==> config.mk <==
export PLATFORM = sky130hd
export DESIGN_NAME = step_sequencer
export DESIGN_NICKNAME = d
export VERILOG_FILES = /design/src/rtl/step_sequencer.sv
export SDC_FILE = /design/constraint.sdc
export NUM_CORES = 1
export LEC_CHECK = 0
export ABC_AREA = 0
export CAP_MARGIN = 40
export CORE_AREA = 2 2 39 41
export DETAILED_ROUTE_END_ITERATION = 6
export DIE_AREA = 0 0 41 43
export DONT_BUFFER_PORTS = 1
export HOLD_SLACK_MARGIN = 0.03
export SLEW_MARGIN = 20
export SYNTH_ARGS = -nofsm -noshare
export SYNTH_HDL_FRONTEND = slang
export SYNTH_SLANG_ARGS = --single-unit
==> constraint.sdc <==
create_clock -name clk -period 1.2 [get_ports clk]
set_input_delay 0.24 -clock clk [delete_from_list [all_inputs] [get_ports clk]]
set_output_delay 0.24 -clock clk [all_outputs]
set_load 0.02 [all_outputs]
==> src/rtl/step_sequencer.sv <==
// step_sequencer: T-state step counter for the 8-bit CPU control unit.
// Drives the control-ROM step field, one-hot decode, fetch flag, done pulse.
// Ports: clk, rst_n (async low), ena, hlt, nxt, step_mode, step_btn
//        -> step, step_onehot, fetch, instr_done, halted.
// Optional macro SINGLE_STEP_EN: synchronised manual single-step button.
module step_sequencer #(
   parameter int STEP_BITS   = 3,
   parameter int MAX_STEP    = 5,
   parameter int FETCH_STEPS = 2
) (
   input  logic                      clk,
   input  logic                      rst_n,
   input  logic                      ena,
   input  logic                      hlt,
   input  logic                      nxt,
   input  logic                      step_mode,
   input  logic                      step_btn,
   output logic [STEP_BITS-1:0]      step,
   output logic [2**STEP_BITS-1:0]   step_onehot,
   output logic                      fetch,
   output logic                      instr_done,
   output logic                      halted
);

   typedef enum logic {
      S_RUN,
      S_HALTED
   } state_t;

   state_t               r_state;
   state_t               w_state_nxt;
   logic [STEP_BITS-1:0] r_step;
   logic [STEP_BITS-1:0] w_step_nxt;
   logic                 r_done;
   logic                 w_done_nxt;
   logic                 w_gate;
   logic                 w_adv;
   logic                 w_last;

`ifdef SINGLE_STEP_EN
   logic r_sync1;
   logic r_sync2;
   logic r_sync3;
   logic w_pulse;

   // Synchroniser runs freely so edges seen while stalled are lost.
   always_ff @(posedge clk or negedge rst_n) begin
      if (!rst_n) begin
         r_sync1 <= 1'b0;
         r_sync2 <= 1'b0;
         r_sync3 <= 1'b0;
      end else begin
         r_sync1 <= step_btn;
         r_sync2 <= r_sync1;
         r_sync3 <= r_sync2;
      end
   end

   assign w_pulse = r_sync2 & ~r_sync3;
   assign w_gate  = ~step_mode | w_pulse;
`else
   logic w_unused;
   assign w_unused = &{1'b0, step_mode, step_btn};
   assign w_gate   = 1'b1;
`endif

   assign w_adv  = ena & (r_state == S_RUN) & w_gate;
   assign w_last = (r_step == STEP_BITS'(MAX_STEP));

   // State register
   always_ff @(posedge clk or negedge rst_n) begin
      if (!rst_n) begin
         r_state <= S_RUN;
         r_step  <= '0;
         r_done  <= 1'b0;
      end else begin
         r_state <= w_state_nxt;
         r_step  <= w_step_nxt;
         r_done  <= w_done_nxt;
      end
   end

   // Next state: halt beats early restart, which beats increment
   always_comb begin
      w_state_nxt = r_state;
      w_step_nxt  = r_step;
      w_done_nxt  = 1'b0;
      if (w_adv) begin
         if (hlt) begin
            w_state_nxt = S_HALTED;
         end else if (nxt || w_last) begin
            w_step_nxt = '0;
            w_done_nxt = 1'b1;
         end else begin
            w_step_nxt = r_step + STEP_BITS'(1);
         end
      end
   end

   // Outputs
   always_comb begin
      step_onehot         = '0;
      step_onehot[r_step] = 1'b1;
      fetch               = (int'(r_step) < FETCH_STEPS);
      halted              = (r_state == S_HALTED);
   end

   assign step       = r_step;
   assign instr_done = r_done;

endmodule

==> flow_summary.ini, run 1 <==
[power]
peakVddDrop_v = 0.000725
clkPwrFrac_pct = 25.3
switchingPower_mw = 0.298
comb_power_share_pct = 43.5
p_seq_share_pct = 31.2
netSwitchingFraction_pct = 38.7
p_leak_nw = 0.230
p_per_area_nw_per_um2 = 1320
intPower_mw = 0.471
power_mw = 0.769

[cells_and_area]
final_cells = 61
multi_input_area_um2 = 273
nFillCells = 148
drive_gt1_share_pct = 75.6
nNetsFinal = 55
area_growth_pct = 91.7
final_cell_area_um2 = 581
ff_latch_area_um2 = 131
antenna_cells = 0

[yosys]
syn_area_um2 = 303
synth_fp_nets = 40
yosysMostFrequentCell = dfrtp_1
ys_types = 19
yosysTopAreaCell = dfrtp_1
synth_compound_area_share_pct = 14.0
synthArstFlopShare_pct = 100
muxShareOfSynthArea_pct = 0
synthFlopType = dfrtp_1
synth.avg_cell_area_um2 = 9.77
synth_top_family_by_area = simple AND/OR/NAND/NOR gates
yosysTopAreaCellShare_pct = 41.3
yosys.area_share.simple_pct = 32.2
yosysWarnings = 0
synthAdderAreaFrac_pct = 8.26
synth-seq-cells = 5
netlist_top_cells_count = dfrtp_1 (5), nor2_1 (3), nor3b_1 (3)
yosysSeqAreaShare_pct = 41.3
synth_xor_area_share_pct = 0
syn_inst = 31
synthTopCellsByArea = dfrtp_1 (41%), ha_1 (8.3%), nor3b_1 (7.4%), nor3b_4 (6.2%), and3_1 (4.1%)
synth-edff-count = 0

[clocking]
cts_tree = built
root_buffer = clkbuf_4
insertion_delay_ns = 0.24
htreeDepth = 1
numCtsBuffers = 3
clkSinkCount = 5
clk_pin_slew_ns = 0.04
clock_path_buffers = 2

[grt]
antenna_found_initial = 0
grt_max_degree = 13
grt_pass1_wl_mm = 1.17
first_global_vias = 308
grt_use_total_pct = 10.1
grt_remaining_overflow = 0

[timing]
max_freq_ghz = 0.723
clock_skew_ns = 0.00183
period_share_pct = 115
hold_ws_ns = 0.119
timing.final.hold_violations = 0
setup_viol = 13
slew_violations = 0
timing.final.ws_setup_ns = -0.184
rsz0062_at_grt = yes
max_slew.worst_pin.slew_ns = 0.288
relSlewSlack_pct = 80.8
final.min_clock_period_ns = 1.38

[floorplanning]
die_area_um2 = 1760
start_util_pct = 21.9
die_x_um = 41
core_area_um2 = 1380
rows = 14
die_h_um = 43
io_pins = 21

[status]
status = finished with violations
violations = negative setup slack

[detailed_routing]
wl_per_cell_um = 12.7
num_vias = 302
firstDrtPassIters = 1
drtAntennaViolNets = 0
vias_per_cell = 4.95
drt-total-wl_um = 775
drc_errors = 0
initialDrtViolationCount = 0

[place]
port_buffers = 0
placed_cell_area_um2 = 468
place_ws_ns = -0.0284
dpl.hpwl_um = 544
place_congestion = 0.750
place_inst = 52

[worst_hold_path]
holdCritPathClass = in2reg

[critical_path]
startpoint = step[1]$_DFFE_PN0P_
startpoint_type = flop
crit_arrival_ns = 1.14
worst-endpoint-required_ns = 0.96
regToRegSetupSlack_ns = -0.02
critPathKind = reg2out
reg2reg_depth = 3
reg2reg_from = step[0]$_DFFE_PN0P_
cp_max_fo = 5
end_kind = output port
crit_end = step_onehot[4]
worstReg2RegEnd = step[2]$_DFFE_PN0P_

[job]
drv_cap = 0
==> layout make-up <==
class / instances / share of cell area (%)
Clock buffer: 4 / 4.53
Inverter: 1 / 1.08
Sequential cell: 5 / 22.6
Tap cell: 16 / 3.45
Timing Repair Buffer: 12 / 21.3
Multi-Input combinational cell: 23 / 47.0
==> power groups by stage <==
stage	clock (mW)	sequential, mW	combinational (mW)
2_1_floorplan	0	0.247	0.216
3_3_place_gp	0	0.245	0.285
3_5_place_dp	0	0.247	0.288
4_1_cts	0.204	0.241	0.324
5_1_grt	0.210	0.243	0.359
6_report	0.195	0.240	0.334
==> critical path: stages, from the launching register on <==
cell and delay [ns]:
dfrtp_2 0.44, buf_12 0.16, nor3b_4 0.30
==> worst min path at each step <==
stage / start / end / slack (ns) / depth (start not counted)
floorplan: rst_n / halted$_DFFE_PN0P_ / -0.06 / 0
global placement: rst_n / instr_done$_DFF_PN0_ / -0.06 / 0
detailed placement: rst_n / instr_done$_DFF_PN0_ / -0.06 / 0
CTS: ena / halted$_DFFE_PN0P_ / 0.11 / 1
global route: ena / halted$_DFFE_PN0P_ / 0.11 / 1
finish: ena / halted$_DFFE_PN0P_ / 0.12 / 1
==> layer usage <==
metal | up-vias | share of wire (%) | GRT usage, %
li1 | 139 | - | -
met1 | 150 | 34 | 10.9
met2 | 11 | 57 | 15.0
met3 | 2 | 6.5 | 2.09
met4 | 0 | 2.2 | 10.0
met5 | - | 0 | 0
==> repair_timing <==
action,CTS,global route
endpoints found under the hold margin,5,0
resized for setup,9,4
endpoints found under the setup margin,14,14
setup buffers,3,1
pin swaps,4,2
hold buffers,1,0
==> state kept, by name, indices dropped and copies added, names as in the netlist <==
name        flops
halted          1
instr_done      1
step            3
==> kinds of logic after synthesis <==
family,Yosys count
AO/OA/AOI/OAI,6
adder cells (fa/ha/maj),2
buffers and inverters,3
flip-flops,5
AND/OR/NAND/NOR,15
==> metrics by stage <==
stage	setup TNS, ns	utilization [%]
6_report	-1.36	42.0
2_1_floorplan	-0.0433	-
3_3_place_gp	0	33.8
4_1_cts	-1.59	40.1
5_1_grt	-1.92	42.0
3_5_place_dp	-0.0284	33.8
==> placed cells by master, fill, tap and decap left out, types with 2 or more instances in the layout <==
| cell type | instances |
|---|---|
| clkbuf_4 | 3 |
| nor3b_4 | 4 |
| buf_6 | 5 |
| dfrtp_1 | 2 |
| buf_4 | 5 |
| dfrtp_2 | 2 |
| nor3_4 | 2 |
| nor2_1 | 2 |
Note: power is estimated with default switching activity, not from simulation.
==> run 2: changes to the inputs <==
--- a/config.mk
+++ b/config.mk
@@ -7,11 +7,14 @@
 export LEC_CHECK = 0
 export ABC_AREA = 0
 export CAP_MARGIN = 40
+export CELL_PAD_IN_SITES_DETAIL_PLACEMENT = 1
+export CELL_PAD_IN_SITES_GLOBAL_PLACEMENT = 2
 export CORE_AREA = 2 2 39 41
 export DETAILED_ROUTE_END_ITERATION = 6
 export DIE_AREA = 0 0 41 43
 export DONT_BUFFER_PORTS = 1
 export HOLD_SLACK_MARGIN = 0.03
+export PLACE_DENSITY_LB_ADDON = 0.1
 export SLEW_MARGIN = 20
 export SYNTH_ARGS = -nofsm -noshare
 export SYNTH_HDL_FRONTEND = slang
==> run 2 against run 1 <==
The flow still finishes with violations (negative setup slack). Power is 11% higher. Global-route usage up 3.7 points. Highest routed layer is now met3. Combinational power is 34% higher. Die area unchanged. Count of clock-buffer cells in the layout unchanged. Sequential share of layout area is 2.5 points lower. First-iteration DRC count increased by 2. Setup slack better by 0.037 ns. Routed wire length up 30%. Register-to-register slack about the same. Sequential power decreased by 12%.
==> flow_summary.ini, run 2 (same netlist as run 1, synthesis figures left out) <==
[status]
status = finished with violations
violations = negative setup slack

[critical_path]
crit_arrival_ns = 1.11
critPathKind = reg2out
worst-endpoint-required_ns = 0.96
crit_slowest_cell = dfrtp_2
startpoint_type = flop
cp_max_fo = 5
end_kind = output port
crit_chain = buf_6, nor3b_4
max_stage_delay_ns = 0.43

[cells_and_area]
largest_reg_flops = 3
final_util_pct = 46.2
antenna_cells = 0
mostFrequentLayoutCell = buf_6
nFillCells = 150
ff_latch_area_um2 = 129
drive_gt1_share_pct = 80.4
area_growth_pct = 111
multi_input_area_um2 = 275
nNetsFinal = 61
mostFrequentLayoutCells = buf_6 (12), buf_4 (5), nor3b_4 (4)

[grt]
antenna_found_initial = 0
grt_remaining_overflow = 0
grt_max_degree = 7
grt_use_total_pct = 13.9
grt_pass1_wl_mm = 1.63
first_global_vias = 343

[clocking]
cts_tree = built
numCtsBuffers = 3
clk_pin_slew_ns = 0.04
root_buffer = clkbuf_4
clkSinkCount = 5
clock_path_buffers = 2
htreeDepth = 1
insertion_delay_ns = 0.24

[worst_hold_path]
holdCritPathClass = in2reg

[floorplanning]
die_h_um = 43
rows = 14
start_util_pct = 21.9
core_area_um2 = 1380
io_pins = 21
die_area_um2 = 1760
die_x_um = 41

[job]
drv_cap = 0

[timing]
period_share_pct = 112
max_freq_ghz = 0.743
rsz0062_at_grt = yes
max_slew.worst_pin.slew_ns = 0.291
clock_skew_ns = 0.00173
final.min_clock_period_ns = 1.35
timing.final.ws_setup_ns = -0.147
slew_violations = 0
setup_viol = 12
relSlewSlack_pct = 80.6
timing.final.hold_violations = 0

[power]
p_per_area_nw_per_um2 = 1330
p_leak_nw = 0.273
peakVddDrop_v = 0.000553

[detailed_routing]
vias_per_cell = 4.69
drtAntennaViolNets = 0
drc_errors = 0
firstDrtPassIters = 2
initialDrtViolationCount = 2
drt-total-wl_mm = 1.01
wl_per_cell_um = 15.0
num_vias = 314

[place]
port_buffers = 0
dpl.hpwl_um = 682
place_congestion = 0.700
place_ws_ns = -0.0174
## run 2: cell count changes in the layout (fill, tap and decap cells not counted)
cell     previous run  this run
a32o_1              1         0
a32o_2              0         1
buf_12              1         0
buf_6               5        12
dfrtp_2             2         3
dfrtp_4             1         0
o22ai_1             1         0
o22ai_2             0         1
o31ai_1             0         1
o31ai_2             1         0
## run 2: worst max-delay path: cells and delay by family (launching register included)
family        cells  cell delay [ns]
flops             1             0.43
buf+inv           1             0.15
simple gates      1             0.29
## run 2: final timing paths
| kind | from | to | slack (ns) | cells past startpoint |
|---|---|---|---|---|
| min reg2reg | halted$_DFFE_PN0P_ | instr_done$_DFF_PN0_ | 0.67 | 2 |
| min | ena | halted$_DFFE_PN0P_ | 0.13 | 1 |
| min in group asynchronous | rst_n | halted$_DFFE_PN0P_ | 0.29 | 1 |
| max | step[1]$_DFFE_PN0P_ | step_onehot[4] | -0.15 | 2 |
| max reg2reg | step[0]$_DFFE_PN0P_ | step[2]$_DFFE_PN0P_ | -0.02 | 4 |
| max in group asynchronous | rst_n | step[2]$_DFFE_PN0P_ | 0.69 | 1 |
## run 2: timing repair
item / CTS / global route
pin swaps: 7 / 4
gates resized for setup: 13 / 7
setup buffers: 8 / 0
hold buffers: 1 / 0
endpoints found under the setup margin: 11 / 15
hold endpoints to repair: 5 / 0
## run 2: power breakdown
part	switching (mW)	leakage, nW	internal (mW)
sequential	0.0228	0.0575	0.187
combinational	0.229	0.200	0.220
clock	0.0665	0.0150	0.126
## run 2: area by class of cell
cell class	count	share of cell area, %
tap	16	3.13
sequential	5	20.2
clock buffer	4	4.11
multi-input combinational	23	43.1
timing repair buffer	18	28.6
inverter	1	0.978
## run 2: layer usage
layer | wire length (µm) | global-route usage, %
met4 | 0 | 10.0
met2 | 591 | 21.9
met5 | 0 | 0
met3 | 48 | 2.62
met1 | 367 | 15.5
## run 2: through the flow
step / cells / TNS [ns] / total power [mW] / hold slack (ns) / instance area, µm²
after floorplan: 31 / -0.0433 / 0.463 / -0.0556 / 408
after global placement: 54 / 0 / 0.530 / -0.0554 / 470
after detailed placement: 54 / -0.0492 / 0.541 / -0.0554 / 470
after CTS: 67 / -1.43 / 0.837 / 0.115 / 611
after global routing: 67 / -1.83 / 0.910 / 0.119 / 639
final: 67 / -1.22 / 0.851 / 0.127 / 639
